**src/rtl/input_debounce_edge.sv**
```systemverilog
// ============================================================================
// Module   : input_debounce_edge
// Brief    : Synchronise, debounce and edge-detect one input bit; count edges.
//            Optional glitch counter enabled by DEBOUNCE_GLITCH_COUNT_EN.
// Revision : 1.0
// ============================================================================
`default_nettype none

module input_debounce_edge #(
  parameter int SYNC_STAGES     = 2,
  parameter int DEBOUNCE_CYCLES = 4,
  parameter int CNT_W           = 8
) (
  input  logic             clk,
  input  logic             reset,
  input  logic             din,
  input  logic             clr_count,
  output logic             level,
  output logic             rise,
  output logic             fall,
  output logic             busy,
  output logic [CNT_W-1:0] edge_count,
  output logic [CNT_W-1:0] glitch_count
);

  localparam int c_cnt_w = (DEBOUNCE_CYCLES > 1) ? $clog2(DEBOUNCE_CYCLES) : 1;
  localparam logic [c_cnt_w-1:0] c_cnt_last = c_cnt_w'(DEBOUNCE_CYCLES - 1);

  typedef enum logic [1:0] {
    S_LOW     = 2'd0,
    PEND_HIGH = 2'd1,
    S_HIGH    = 2'd2,
    PEND_LOW  = 2'd3
  } state_t;

  logic [SYNC_STAGES-1:0] r_sync;
  logic                   w_s;
  state_t                 r_state, w_state_n;
  logic [c_cnt_w-1:0]     r_cnt, w_cnt_n;
  logic                   w_rise_n, w_fall_n, w_level_n, w_busy_n;
  logic                   r_level, r_rise, r_fall, r_busy;
  logic [CNT_W-1:0]       r_edge_count;

  always_ff @(posedge clk or posedge reset) begin
    if (reset) r_sync <= '0;
    else       r_sync <= {r_sync[SYNC_STAGES-2:0], din};
  end

  assign w_s = r_sync[SYNC_STAGES-1];

  always_ff @(posedge clk or posedge reset) begin
    if (reset) begin
      r_state <= S_LOW;
      r_cnt   <= '0;
      r_level <= 1'b0;
      r_rise  <= 1'b0;
      r_fall  <= 1'b0;
      r_busy  <= 1'b0;
    end else begin
      r_state <= w_state_n;
      r_cnt   <= w_cnt_n;
      r_level <= w_level_n;
      r_rise  <= w_rise_n;
      r_fall  <= w_fall_n;
      r_busy  <= w_busy_n;
    end
  end

  always_comb begin
    w_state_n = r_state;
    w_cnt_n   = r_cnt;
    w_rise_n  = 1'b0;
    w_fall_n  = 1'b0;
    case (r_state)
      S_LOW: begin
        if (w_s) begin
          w_state_n = PEND_HIGH;
          w_cnt_n   = '0;
        end
      end
      PEND_HIGH: begin
        if (!w_s) begin
          w_state_n = S_LOW;
        end else if (r_cnt == c_cnt_last) begin
          w_state_n = S_HIGH;
          w_rise_n  = 1'b1;
        end else begin
          w_cnt_n = r_cnt + c_cnt_w'(1);
        end
      end
      S_HIGH: begin
        if (!w_s) begin
          w_state_n = PEND_LOW;
          w_cnt_n   = '0;
        end
      end
      PEND_LOW: begin
        if (w_s) begin
          w_state_n = S_HIGH;
        end else if (r_cnt == c_cnt_last) begin
          w_state_n = S_LOW;
          w_fall_n  = 1'b1;
        end else begin
          w_cnt_n = r_cnt + c_cnt_w'(1);
        end
      end
      default: w_state_n = S_LOW;
    endcase
    // Outputs are registered, so they are derived from the next state.
    w_level_n = (w_state_n == S_HIGH) || (w_state_n == PEND_LOW);
    w_busy_n  = (w_state_n == PEND_HIGH) || (w_state_n == PEND_LOW);
  end

  // Clear wins over a coincident edge event.
  always_ff @(posedge clk or posedge reset) begin
    if (reset)                     r_edge_count <= '0;
    else if (clr_count)            r_edge_count <= '0;
    else if (w_rise_n || w_fall_n) r_edge_count <= r_edge_count + CNT_W'(1);
  end

`ifdef DEBOUNCE_GLITCH_COUNT_EN
  logic             w_abort;
  logic [CNT_W-1:0] r_glitch_count;

  assign w_abort = ((r_state == PEND_HIGH) && !w_s) || ((r_state == PEND_LOW) && w_s);

  always_ff @(posedge clk or posedge reset) begin
    if (reset)                                  r_glitch_count <= '0;
    else if (clr_count)                         r_glitch_count <= '0;
    else if (w_abort && (r_glitch_count != '1)) r_glitch_count <= r_glitch_count + CNT_W'(1);
  end

  assign glitch_count = r_glitch_count;
`else
  assign glitch_count = '0;
`endif

  assign level      = r_level;
  assign rise       = r_rise;
  assign fall       = r_fall;
  assign busy       = r_busy;
  assign edge_count = r_edge_count;

endmodule

`default_nettype wire

```
**config.mk**
```make
export PLATFORM = sky130hd
export DESIGN_NAME = input_debounce_edge
export DESIGN_NICKNAME = d
export VERILOG_FILES = /design/src/rtl/input_debounce_edge.sv
export SDC_FILE = /design/constraint.sdc
export NUM_CORES = 1
export LEC_CHECK = 0
export CAP_MARGIN = 20
export CORE_UTILIZATION = 40
export DETAILED_ROUTE_END_ITERATION = 7
export GPL_TIMING_DRIVEN = 0
export PLACE_DENSITY = 0.71
export SLEW_MARGIN = 40
export SYNTH_ARGS = -nofsm -noshare
export SYNTH_HDL_FRONTEND = slang
export SYNTH_SLANG_ARGS = --single-unit
```
**constraint.sdc**
```tcl
create_clock -name clk -period 1.65 [get_ports clk]
set_input_delay 0.495 -clock clk [delete_from_list [all_inputs] [get_ports clk]]
set_output_delay 0.495 -clock clk [all_outputs]
set_load 0.01 [all_outputs]
```
### Word-level counts from Yosys, hierarchy flattened

Cells that the tools add are included.

* register bits: 18
* output and inout bits: 20
* logic and storage cells: 47

* $add $sub $neg: 2
* equality and inequality tests: 11
* mux-type cells: 20
* reductions and logical operators: 6

Operators with widths (count)
* two-way mux 2 bit: 11
* two-way mux 8 bit: 2
* case mux 2 bit (4 select lines): 2
* equality test 2 bit, second input constant: 5
* adder 8 x 1 -> 8 bit, second input constant: 1
* inequality test 2 bit, second input constant: 4
* two-way mux 1 bit: 5
* equality test 2 x 1 -> 1 bit, second input constant: 2
* AND reduction 4 bit: 1
* logical OR 1 bit: 3
* adder 2 x 1 -> 2 bit, second input constant: 1
* zero test 2 bit: 1
* nonzero test 2 bit: 1

### Depth between registers and ports, before layout

* depth after elaboration: 7
* gate-level depth with buffers: 5
* gate-level depth less buffers: 4

### Least setup slack after synthesis

No wires, ideal clock.

* kind: register to register
* start point: register r_cnt[0]
* end point: register r_cnt[0]
* setup time: 0.125 ns
* arrival: 1.316 ns
* required time: 1.525 ns
* setup slack: 0.210 ns
* cell stages (with the launch flop): 6
* buffers on the path: 1
* path through: dfrtp_1 ha_1 and2_1 clkbuf_1 nor2_1 mux2_2

* longest elaborated chain between the ends: 4
* elaborated cells between the ends (all ways): 6
* those cells by class: 1 x add/sub; 1 x eq/ne; 4 x mux

Ends and longest elaborated chain
* start, declared: RTL line 39 `logic [c_cnt_w-1:0] r_cnt, w_cnt_n;`
* start signal, assigned: RTL line 61 `r_cnt <= w_cnt_n;`
* adder 2 x 1 -> 2 bit or equality test 2 bit (tied branches)
* two-way mux 2 bit (*): RTL line 84, 100
* two-way mux 2 bit (on tied branches): RTL line 98, 82
* case mux 2 bit (4 select lines) (*): RTL line 74 `case (r_state)`

Every way passes the cells marked *; elsewhere a longest branch is shown, timed or not. The select of a mux whose other input is x is not followed.
A chain may end at the register's enable or synchronous reset.

### Worst setup path after layout

Same ends and word-level chain as after synthesis.

==> results <==
- The run finished with clean final reports.
- Wires add up to 1570 µm.
- After detailed routing, the number of vias per cell comes to 4.97.
- In the final layout, the share of cells above drive strength 1 is 0.248.
- The number of failing hold endpoints at the final stage is 0.
- The leakage power total is 0.000563 µW.
- In the routed design, unresolved DRC markers number 0.
- In the synthesized netlist the dominant register cell turns out to be dfrtp_1.
- IR analysis of the VDD net gives a maximum drop of 0.000570 V.
- The initial core utilization is 0.449.
- The detail route stage leaves a number of antenna-violating nets equal to 0.
- In the finished design, the share of the clock period the worst path needs comes to 0.937.
- The worst relative slew slack is 0.561.
- The synthesis-to-layout area growth is 34.6%.
- The number of cells on the worst reg-to-reg path is 5.
- The number of global-route vias before repair is 590.
- The count of warnings emitted by yosys is 0.
- Among cell families on the critical path, the largest total delay comes from flip-flops.
- The worst setup path is of the reg2reg kind.
- The final global-route overflow total is 0.
- The number of stages on the worst hold path is 0.
- After floorplanning, the core was sized to cover 1820 µm².
- The initial antenna violation count is 0.
- The placement row count is 15.
- The max-cap check violation count is 0.
- Walking the worst path, the cells encountered are ha_1, and2_1, clkbuf_1, nor2_2, mux2_2.
- The post-layout net count is roughly 120.
- The layer flagged by global routing as most heavily used is met2.
- 24 I/O pins were placed.
- The final clock skew is about 0.00045 ns.
- The number of synthesized flops with an enable pin is 0.
- For this run, the slowest stage of the critical path takes between 0.4 and 0.5 ns.
- The required time of the critical path is 1.83 ns.
- On the final layout, the worst hold slack is 0.361 ns.
- The clock tree from TritonCTS is built.
- In this run the number of H-tree levels came out at 1.
- After the first detailed-routing iteration, the DRC count stood at 17.
- Derived from the worst setup path, the maximum achievable clock frequency is 0.647 GHz.
- The cell sitting at the root of the clock tree is a clkbuf_4.
- The share of the synthesized area in the top cell type is 0.520.
- The number of clock buffers added by TritonCTS is 3.
- In this run, distinct cell masters in the synthesized netlist total 23.
- The mean routed wirelength per cell is 11.7 µm.
- The tightest min-delay check is of the reg2reg type.
- The met3 capacity usage during global routing is 0.0231.
- The horizontal die dimension is 47.2 µm.
- The post-synthesis cell type with the largest combined area is dfrtp_1.
- The peak fanout along the critical path is 7.
- For the worst setup path, the data arrival time is 1.73 ns.
- The smallest clock period supported by the final layout is computed as between 1.5 and 2 ns.
- The kind of end point of the critical path is a flop.
- The sequential area share after synthesis is 0.520.
- The power density of the placed cells is between 1000 and 1500 nW/µm².
- The cell area that synthesis handed to floorplanning was 818 µm².
- The slowest stage cell on the critical path is dfrtp_1.
- The global routing usage summed across all routing layers is 0.160.
- The number of sinks handled by clock tree synthesis is 17.
- Counting flops and latches in the post-synthesis netlist gives 17.
- The later pin in the worst-skew pair is clocked with a latency of approximately 0.29 ns.
- The repair_antennas step left the layout with diodes totalling 0.
- The final number of setup-violating endpoints is 0.
- The die boundary height is between 40 and 50 µm.
- The clock-pin slew on the worst setup and hold paths is 0.09 ns.
- The sum of negative setup slack is 0 ns.
- In the post-synthesis netlist, the biggest area contributors are dfrtp_1, buf_4, mux2_2.
- The placed wire-length estimate after detailed placement is about 1100 µm.
- The met2 usage in global routing is 0.266.
- Yosys instantiated no cell more often than dfrtp_1.
- At the pin with the least slew margin, the transition time is about 0.66 ns.
- The synthesized instance count is just under 80.
- The weighted congestion at the end of routability-driven global placement is 0.771.
- The number of vias after detailed routing is 666.
- The maximum root-to-sink buffer count is 2.
- For this run, the share of the core covered by cells in the final layout is 0.605.
- The async set-reset flop share out of synthesis is 1.00.
- For met1 alone, demand over resource in global routing was 0.200.
- In this run the number of cells on the critical path is 5.
- The max-slew violation count is 0.
- The die footprint is 2230 µm².
- Entering global routing, the biggest net connects 18 pins.
- The count of buffers from port buffering is 14.
- The number of optimization iterations in the first detailed-route pass is 4.
- Dividing the synthesized area by the synthesized cell count gives approximately 11 µm².
- Counting both buffers and inverters, the worst setup path holds a total of 1.
- By count the netlist is led by dfrtp_1, buf_4, a21oi_1, nand3_1, o31ai_1.
- The startpoint type of the worst setup path is a flop.
- The first-pass GRT wire length is approximately 2500 µm.
-- kinds of logic after synthesis --
kind of cell,Yosys count,share of synthesized area
flops,17,0.520
simple gates,25,0.171
fa+ha+maj,2,0.0306
xor+xnor,2,0.0214
other cells,1,0.00458
mux,4,0.0550
compound gates,14,0.101
buf+inv,12,0.0963
-- cells in the final DEF, fill, tap and decap left out --
| cell type | count |
|---|---|
| mux2_2 | 4 |
| nor2_1 | 3 |
| ha_1 | 2 |
| or4_1 | 4 |
| clkdlybuf4s50_1 | 2 |
| dfrtp_1 | 16 |
| inv_1 | 1 |
| o31ai_1 | 5 |
| nor4_2 | 1 |
| dlygate4sd2_1 | 11 |
| clkbuf_4 | 3 |
| nand2_1 | 3 |
| nor3b_1 | 2 |
| o21ai_0 | 3 |
| a21oi_1 | 6 |
| buf_1 | 1 |
| dfrtp_2 | 1 |
| xnor2_2 | 1 |
| nor2_2 | 1 |
| nand4_1 | 1 |
| and2_1 | 1 |
| clkbuf_1 | 2 |
| or3_1 | 1 |
| xor2_1 | 1 |
| conb_1 | 8 |
| nand3_1 | 5 |
| dlymetal6s2s_1 | 1 |
| nor2b_1 | 3 |
| buf_4 | 16 |
-- area by class of cell --
cell class / count / area [µm²]
fill: 170 / 719
sequential: 17 / 427
multi-input combinational: 55 / 357
timing repair buffer: 21 / 181
buffer: 11 / 75.1
tap: 25 / 31.3
clock buffer: 4 / 26.3
inverter: 1 / 3.75
-- power by group --
part / leakage, µW / internal (µW) / switching (µW)
clock: 0.0000150 / 94.0 / 127
combinational: 0.000325 / 171 / 197
sequential: 0.000223 / 482 / 42.1
total: 0.000563 / 748 / 366
-- repair_timing --
item | in CTS | in global routing
pin swaps | 0 | 1
cloned | 0 | 0
hold endpoints to repair | 0 | 0
endpoints found under the setup margin | 11 | 10
resized for setup | 12 | 4
buffers inserted | 6 | 1
hold buffers | 0 | 0
-- worst paths after layout --
path	to	slack, ns	start
worst max-delay path	r_cnt[0]	0.10	r_cnt[0]
worst max register to register	r_cnt[0]	0.10	r_cnt[0]
worst min-delay path	r_sync[1]	0.36	r_sync[0]
worst min register to register	r_sync[1]	0.36	r_sync[0]
max in group asynchronous	level	0.60	reset
min in group asynchronous	r_sync[1]	0.59	reset
-- worst reg2reg max path, cell delays in order (launching register included) --
cell      delay [ns]
dfrtp_1         0.41
ha_1            0.24
and2_1          0.15
clkbuf_1        0.18
nor2_2          0.14
mux2_2          0.33
-- registers in the layout, summed over array words and instances, names as in the netlist --
signal      cells
edge_count      8
r_cnt           2
r_sync          2
busy            1
fall            1
level           1
r_state         1
rise            1
-- routing by layer --
| layer | vias to the layer above | wire [µm] |
|---|---|---|
| met1 | 316 | 704 |
| li1 | 324 | - |
| met2 | 23 | 765 |
| met5 | - | 0 |
| met3 | 3 | 73 |
| met4 | 0 | 22 |
-- metrics by stage --
stage | cell area (µm²) | power, µW | setup slack (ns) | std cells
after global placement | 1020 | 863 | 0.116 | 123
after floorplan | 845 | 758 | 0.210 | 84
after detailed placement | 1020 | 873 | 0.0822 | 123
final | 1100 | 1110 | 0.104 | 134
after global routing | 1100 | 1180 | -0.00374 | 134
after CTS | 1070 | 1100 | 0.00462 | 133
Note: power is estimated with default switching activity, not from simulation.
